`src/rtl/readout_seq_pkg.sv`:
```
// Shared types and helpers for the link-readout RAM sequencer.
package readout_seq_pkg;

  typedef enum logic [1:0] {
    IDLE,
    WAIT_VALID,
    SCAN,
    DRAIN
  } seq_state_e;

  localparam int unsigned DEFAULT_TIMEOUT_CYCLES = 100000;
  localparam int unsigned DEFAULT_TIMER_W        = $clog2(DEFAULT_TIMEOUT_CYCLES);

  // Widest bitmap the helper accepts; narrower bitmaps are zero-extended.
  localparam int unsigned BITMAP_MAX = 256;

  // Index of the highest set bit, 0 for an empty bitmap.
  function automatic int unsigned last_set_index(input logic [BITMAP_MAX-1:0] bitmap);
    int unsigned idx;
    idx = 0;
    for (int unsigned i = 0; i < BITMAP_MAX; i++) begin
      if (bitmap[i]) idx = i;
    end
    return idx;
  endfunction

endpackage

```
`src/rtl/readout_seq_next_index.sv`:
```
// Priority encoder: lowest set bitmap entry at or above i_from.
module readout_seq_next_index
  import readout_seq_pkg::*;
#(
  parameter int unsigned ADDR_WIDTH = 5
) (
  input  logic [2**ADDR_WIDTH-1:0] i_bitmap,
  input  logic [ADDR_WIDTH-1:0]    i_from,
  output logic [ADDR_WIDTH-1:0]    o_index,
  output logic                     o_found
);

  localparam int unsigned NUM_ENTRIES = 2**ADDR_WIDTH;

  // Scan downward so the lowest qualifying entry is the final assignment.
  always_comb begin
    o_index = '0;
    o_found = 1'b0;
    for (int i = int'(NUM_ENTRIES) - 1; i >= 0; i--) begin
      if (i_bitmap[i] && (ADDR_WIDTH'(i) >= i_from)) begin
        o_index = ADDR_WIDTH'(i);
        o_found = 1'b1;
      end
    end
  end

endmodule

```
`src/rtl/readout_sequencer.sv`:
```
// One readout pass of a link-readout RAM per FA strobe, emitting {index,data} packets.
// Define READOUT_SEQ_SKIP_ABSENT_EN to jump straight between present entries during SCAN.
module readout_sequencer
  import readout_seq_pkg::*;
#(
  parameter int unsigned ADDR_WIDTH     = 5,
  parameter int unsigned DATA_WIDTH     = 32,
  parameter int unsigned TIMEOUT_CYCLES = DEFAULT_TIMEOUT_CYCLES
) (
  input  logic                     sysClk,
  input  logic                     sysReset_n,
  input  logic                     enable,
  input  logic                     start,
  input  logic                     readoutActive,
  input  logic                     readoutValid,
  input  logic [2**ADDR_WIDTH-1:0] presentBitmap,
  output logic [ADDR_WIDTH-1:0]    readoutAddress,
  input  logic [DATA_WIDTH-1:0]    readoutData,
  output logic [ADDR_WIDTH-1:0]    packetIndex,
  output logic [DATA_WIDTH-1:0]    packetData,
  output logic                     packetValid,
  output logic                     packetLast,
  output logic                     busy,
  output logic                     donePulse,
  output logic                     timeoutPulse,
  output logic                     overrunPulse,
  output logic                     collisionPulse
);

  localparam int unsigned          NUM_ENTRIES = 2**ADDR_WIDTH;
  localparam int unsigned          TIMER_W     = $clog2(TIMEOUT_CYCLES);
  localparam logic [TIMER_W-1:0]   TIMER_LAST  = TIMER_W'(TIMEOUT_CYCLES - 1);
  localparam logic [ADDR_WIDTH-1:0] ADDR_MAX   = '1;

  seq_state_e             r_state, w_state_nx;
  logic [NUM_ENTRIES-1:0] r_snapshot, w_snapshot_nx;
  logic [TIMER_W-1:0]     r_timer, w_timer_nx;
  logic [ADDR_WIDTH-1:0]  r_addr, w_addr_nx;
  logic [ADDR_WIDTH-1:0]  r_pkt_index, w_pkt_index_nx;
  logic                   r_pkt_valid, w_pkt_valid_nx;
  logic                   r_pkt_last, w_pkt_last_nx;
  logic                   r_busy, w_busy_nx;
  logic                   r_done, w_done_nx;
  logic                   r_timeout, w_timeout_nx;
  logic                   r_overrun, w_overrun_nx;
  logic                   r_collision, w_collision_nx;

  logic                   w_hit;
  logic                   w_at_end;
  logic                   w_scan_start;
  logic [ADDR_WIDTH-1:0]  w_last_idx;
  logic [ADDR_WIDTH-1:0]  w_first_addr;
  logic [ADDR_WIDTH-1:0]  w_next_addr;

  assign w_last_idx = ADDR_WIDTH'(last_set_index(BITMAP_MAX'(r_snapshot)));
  assign w_hit      = r_snapshot[r_addr];
  assign w_at_end   = (r_addr == w_last_idx) || (r_addr == ADDR_MAX);

`ifdef READOUT_SEQ_SKIP_ABSENT_EN
  logic [ADDR_WIDTH-1:0] w_from;
  logic [ADDR_WIDTH-1:0] w_enc_index;
  logic                  w_enc_found;

  // Outside SCAN the encoder looks for the first present entry of the pass.
  assign w_from = (r_state == SCAN) ? r_addr + ADDR_WIDTH'(1) : '0;

  readout_seq_next_index #(
    .ADDR_WIDTH (ADDR_WIDTH)
  ) u_next_index (
    .i_bitmap (r_snapshot),
    .i_from   (w_from),
    .o_index  (w_enc_index),
    .o_found  (w_enc_found)
  );

  assign w_scan_start = w_enc_found;
  assign w_first_addr = w_enc_index;
  assign w_next_addr  = w_enc_index;
`else
  assign w_scan_start = 1'b1;
  assign w_first_addr = '0;
  assign w_next_addr  = r_addr + ADDR_WIDTH'(1);
`endif

  // Next-state and registered-output logic.
  always_comb begin
    w_state_nx     = r_state;
    w_snapshot_nx  = r_snapshot;
    w_timer_nx     = r_timer;
    w_addr_nx      = r_addr;
    w_pkt_index_nx = '0;
    w_pkt_valid_nx = 1'b0;
    w_pkt_last_nx  = 1'b0;
    w_done_nx      = 1'b0;
    w_timeout_nx   = 1'b0;
    w_overrun_nx   = 1'b0;
    w_collision_nx = 1'b0;

    if (start && (r_state != IDLE)) w_overrun_nx = 1'b1;

    case (r_state)
      IDLE: begin
        if (start && enable) begin
          w_snapshot_nx = presentBitmap;
          w_timer_nx    = '0;
          w_addr_nx     = '0;
          w_state_nx    = WAIT_VALID;
        end
      end
      WAIT_VALID: begin
        if (readoutValid && !readoutActive) begin
          if (w_scan_start) begin
            w_addr_nx  = w_first_addr;
            w_state_nx = SCAN;
          end else begin
            w_state_nx = DRAIN;
          end
        end else if (r_timer == TIMER_LAST) begin
          w_timeout_nx = 1'b1;
          w_state_nx   = IDLE;
        end else begin
          w_timer_nx = r_timer + TIMER_W'(1);
        end
      end
      SCAN: begin
        w_pkt_valid_nx = w_hit;
        w_pkt_index_nx = w_hit ? r_addr : '0;
        // The issue made in the collision cycle still completes, but never as last.
        if (readoutActive) begin
          w_collision_nx = 1'b1;
          w_state_nx     = IDLE;
        end else begin
          w_pkt_last_nx = w_hit && (r_addr == w_last_idx);
          if (w_at_end) w_state_nx = DRAIN;
          else          w_addr_nx  = w_next_addr;
        end
      end
      DRAIN: begin
        w_done_nx  = 1'b1;
        w_state_nx = IDLE;
      end
      default: w_state_nx = IDLE;
    endcase

    w_busy_nx = (w_state_nx != IDLE);
  end

  always_ff @(posedge sysClk or negedge sysReset_n) begin
    if (!sysReset_n) begin
      r_state     <= IDLE;
      r_snapshot  <= '0;
      r_timer     <= '0;
      r_addr      <= '0;
      r_pkt_index <= '0;
      r_pkt_valid <= 1'b0;
      r_pkt_last  <= 1'b0;
      r_busy      <= 1'b0;
      r_done      <= 1'b0;
      r_timeout   <= 1'b0;
      r_overrun   <= 1'b0;
      r_collision <= 1'b0;
    end else begin
      r_state     <= w_state_nx;
      r_snapshot  <= w_snapshot_nx;
      r_timer     <= w_timer_nx;
      r_addr      <= w_addr_nx;
      r_pkt_index <= w_pkt_index_nx;
      r_pkt_valid <= w_pkt_valid_nx;
      r_pkt_last  <= w_pkt_last_nx;
      r_busy      <= w_busy_nx;
      r_done      <= w_done_nx;
      r_timeout   <= w_timeout_nx;
      r_overrun   <= w_overrun_nx;
      r_collision <= w_collision_nx;
    end
  end

  assign readoutAddress = r_addr;
  assign packetIndex    = r_pkt_index;
  assign packetValid    = r_pkt_valid;
  assign packetLast     = r_pkt_last;
  // RAM output is already registered; gate it so packetData is zero between packets.
  assign packetData     = r_pkt_valid ? readoutData : '0;
  assign busy           = r_busy;
  assign donePulse      = r_done;
  assign timeoutPulse   = r_timeout;
  assign overrunPulse   = r_overrun;
  assign collisionPulse = r_collision;

endmodule

```
`config.mk`:
```
export PLATFORM = sky130hd
export DESIGN_NAME = readout_sequencer
export DESIGN_NICKNAME = d
export VERILOG_FILES = /design/src/rtl/readout_seq_pkg.sv /design/src/rtl/readout_seq_next_index.sv /design/src/rtl/readout_sequencer.sv
export SDC_FILE = /design/constraint.sdc
export NUM_CORES = 1
export LEC_CHECK = 0
export ABC_CLOCK_PERIOD_IN_PS = 2550
export BUFFER_PORTS_ARGS = -buffer_cell sky130_fd_sc_hd__buf_2
export CAP_MARGIN = 20
export CELL_PAD_IN_SITES_DETAIL_PLACEMENT = 1
export CELL_PAD_IN_SITES_GLOBAL_PLACEMENT = 1
export CORE_MARGIN = 2
export CORE_UTILIZATION = 39
export DETAILED_ROUTE_END_ITERATION = 16
export PLACE_DENSITY = 0.81
export RECOVER_POWER = 50
export SLEW_MARGIN = 10
export SYNTH_ARGS = -nofsm -noshare
export SYNTH_HDL_FRONTEND = slang
export SYNTH_SLANG_ARGS = --single-unit
```
`constraint.sdc`:
```
create_clock -name sysClk -period 2.55 [get_ports sysClk]
set_input_delay 0.255 -clock sysClk [delete_from_list [all_inputs] [get_ports sysClk]]
set_output_delay 0.255 -clock sysClk [all_outputs]
set_load 0.01 [all_outputs]
```
==> results.txt <==
The run finished with clean final reports. The clock latency on the worst-skew pair is 0.36 ns. The power density of the placed cells came out at 918 mW/mm^2. The post-detailed-routing wire length is between 10 and 15 mm. The clock-pin transition on the worst setup and hold timing paths came out at 0.07 ns. The overall power after layout came out at approximately 4.5 mW. Setup repair after global routing could not meet its margin everywhere. The final hold slack came out at around 0.095 ns. Once layout is complete, the utilization of the core stands at about half. Global routing used between 20% and 30% of the available tracks. The final-report hold violation count is 0. The maximum number of pins on one net before global-route repair came out at 58. The data required time at the worst endpoint is around 2.8 ns. The critical register-to-register path endpoint is readoutAddress[3]$_DFFE_PN0P_. In this run the register-to-register setup slack is about 0.016 ns. Across the VDD grid, the largest voltage drop is 0.576 mV.

The die covers 0.0106 sq mm. The synthesized area divided by synthesized cell count came out at 10.5 sq um. The total congestion overflow after global routing is 0.

The slew of the pin with the lowest slew margin is 1.01 ns. The post-place instance area is approximately 0.0046 sq mm. Compared with the post-synthesis result, the final layout area differs by 27.4%. In the synthesized netlist the dominant register cell turns out to be sky130_fd_sc_hd__dfrtp_1. The via density per instance came out at roughly 5.4. The number of max-slew violations in the final report came out at 0. Of all flip-flops after synthesis, the portion carrying an async set or reset was between 90% and 100%. The first detailed-routing pass ran for 4 iterations. The number of antenna repair diodes is 0. The number of cells on the worst reg-to-reg path is 8. For this run, the post-layout net count is 575. The area inside the core boundary came out at 0.00964 sq mm. The H-tree level count is 3.

The global-route wire length before repair is 16.7 mm. The number of nets handed over by synthesis was roughly 440. The path with the worst hold slack has its endpoint at r_snapshot[14]$_DFFE_PN0P_. The half-perimeter wire length after detailed placement came out at just over 8 mm. The worst hold path begins at presentBitmap[14].

The sink count of the clock tree came out at 68. The tool flagged a number of max-cap violations equal to 0. The netlist area before placement is 0.00383 sq mm. The final number of setup-violating endpoints came out at 0.

The via count of the first global-routing pass came out at around 3400. The count of buffers added on input and output ports is around 120. The normalized max-slew margin is about a third. The number of enable-type register cells in the synthesized netlist is 0.

Counting along the longest clock path gives a buffer depth of 2. In this run, the number of DRC markers left after iteration 0 of detailed routing was 152. The critical path is of the reg -> reg type. Counting distinct cell types in the post-synthesis netlist gives 61. The initial standard-cell utilization of the core came out at 39.7%.

The type of the worst min-delay path is in -> reg. The number of ports placed on the die boundary is 119. For this run, design rule violations remaining after detail routing come to 0. The number of cell rows is 36.

STA classifies the critical path startpoint as a flop. The clock tree from TritonCTS is yes. The register bit total from synthesis came out at between 60 and 70.

For this design the static power due to leakage is about 2.2 nW. The routability congestion estimate is 0.815. The post-route clock period utilization is 99.4%.

The per-cell routed wire length came out at about 17 um. The height of the die is 103 um. The highest clock rate came out at 395 MHz.

The fraction of layout instances using a drive strength above 1 is a little under 40%. From left edge to right edge, the die measures 103 um. STA classifies the critical path endpoint as a flop.

The synthesized instance count is 365. The data arrival time at the worst-slack endpoint is 2.78 ns. In the final timing run, aggregate negative setup slack is 0 ns. Once detail routing completed, the nets flagged for antenna violations numbered 0. The clock arrives with 0.00763 ns of skew.

CTS placed an instance of sky130_fd_sc_hd__clkbuf_8 at the clock tree root. The worst hold path passes through 3 cells. Of all nets on the critical path, the largest fanout is 4.

The initial antenna violation count came out at 0. The worst path needs between 2 and 3 ns of the cycle, external delays included. After routing the design area is 0.00487 sq mm. The sequential-to-total area share from yosys stat is 44.5%.

In this run the critical register-to-register path is launched from r_snapshot[4]$_DFFE_PN0P_. The via count of the routed design came out at 3440. The number of warning messages in the yosys log came out at 0. The total clock buffers created by CTS is 9.
[registers in the layout (all words and copies together), names as in the netlist]
name            count
busy                1
collisionPulse      1
donePulse           1
overrunPulse        1
packetIndex         5
packetLast          1
packetValid         1
r_snapshot         32
r_state             2
r_timer            17
readoutAddress      5
timeoutPulse        1
[final cells by class]
type                    instances  area, sq um
clock buffers                  14          153
flip-flops and latches         68         1700
well taps                     133          166
multi-input cells             270         2040
repair buffers                142          766
clock inverters                 2         10.0
inverters                      11         41.3
fillers                      1149         4760
[layout by cell type, fill, tap and decap left out, drive strengths merged, types with 11 or more instances in the layout]
cell	instances
mux2	28
o21ai	20
dfrtp	68
inv	11
nand2	21
clkbuf	30
a21oi	23
and2	39
nor2	22
buf	125
[routing by layer]
layer,track usage (%),vias up,share of wire [%]
li1,-,1594,-
met1,24.1,1708,40
met2,37.5,126,52
met3,5.90,12,7.0
met4,7.29,0,1.5
met5,0,-,0
[cell usage after synthesis, drive strengths merged, types with 6 or more instances]
cell type	number	area share, %
a21oi	23	3.0
nor3	6	0.78
nand3	8	1.2
mux2	28	8.2
dfrtp	68	44
nor2b	6	0.98
inv	11	1.1
xor2	6	1.4
clkbuf	13	2.1
nand2	21	2.1
mux4	9	5.4
or3	6	0.98
and2	39	6.4
nor4	9	1.6
nor2	22	2.2
o21ai	20	2.6
[worst max-delay path, stage by stage (launching register included)]
cell and delay (ns):
sky130_fd_sc_hd__dfrtp_1 0.41, sky130_fd_sc_hd__or4_1 0.58, sky130_fd_sc_hd__a211oi_2 0.24, sky130_fd_sc_hd__o21ai_1 0.11
sky130_fd_sc_hd__xor2_1 0.18, sky130_fd_sc_hd__a211oi_2 0.29, sky130_fd_sc_hd__nand3_2 0.19, sky130_fd_sc_hd__nand3_2 0.13
sky130_fd_sc_hd__mux2_4 0.30
[cells by family (layout without fill, tap and decap cells)]
group,after synthesis,after routing,synth area share (%)
simple gates,148,148,22.2
fa+ha+maj,3,3,0.981
compound gates,71,71,12.4
mux,38,38,13.9
buf+inv,27,169,3.79
xor+xnor,10,10,2.29
flops,68,68,44.5
[report_power, final]
| group | total (mW) | switching (mW) | leakage [nW] | internal [mW] |
|---|---|---|---|---|
| combinational | 1.78 | 0.825 | 1.29 | 0.954 |
| clock | 0.790 | 0.412 | 0.0844 | 0.378 |
| sequential | 1.90 | 0.490 | 0.871 | 1.41 |
[per-stage QoR]
stage               std cells  setup slack (ns)
finish                    640            0.0159
global route              640            -0.138
CTS                       634            0.0411
detailed placement        617            0.0451
global placement          617             0.134
floorplan                 365             0.191
[worst max path at each step]
stage / cells past startpoint / from / to / slack, ns
final: 8 / r_snapshot[4]$_DFFE_PN0P_ / readoutAddress[3]$_DFFE_PN0P_ / 0.02
after global routing: 9 / r_snapshot[24]$_DFFE_PN0P_ / readoutAddress[0]$_DFFE_PN0P_ / -0.14
after CTS: 8 / r_snapshot[4]$_DFFE_PN0P_ / readoutAddress[3]$_DFFE_PN0P_ / 0.04
after detailed placement: 9 / r_snapshot[20]$_DFFE_PN0P_ / readoutAddress[0]$_DFFE_PN0P_ / 0.05
after global placement: 8 / r_snapshot[4]$_DFFE_PN0P_ / readoutAddress[2]$_DFFE_PN0P_ / 0.13
after floorplan: 8 / r_snapshot[20]$_DFFE_PN0P_ / readoutAddress[2]$_DFFE_PN0P_ / 0.19
[timing repair]
| action | in CTS | in global routing |
|---|---|---|
| endpoints found under the hold margin | 11 | 0 |
| hold buffers | 1 | 0 |
| setup buffers | 0 | 6 |
| gates resized for setup | 0 | 14 |
| endpoints found under the setup margin | 0 | 5 |
No activity file was read; power rests on OpenSTA's default activity.
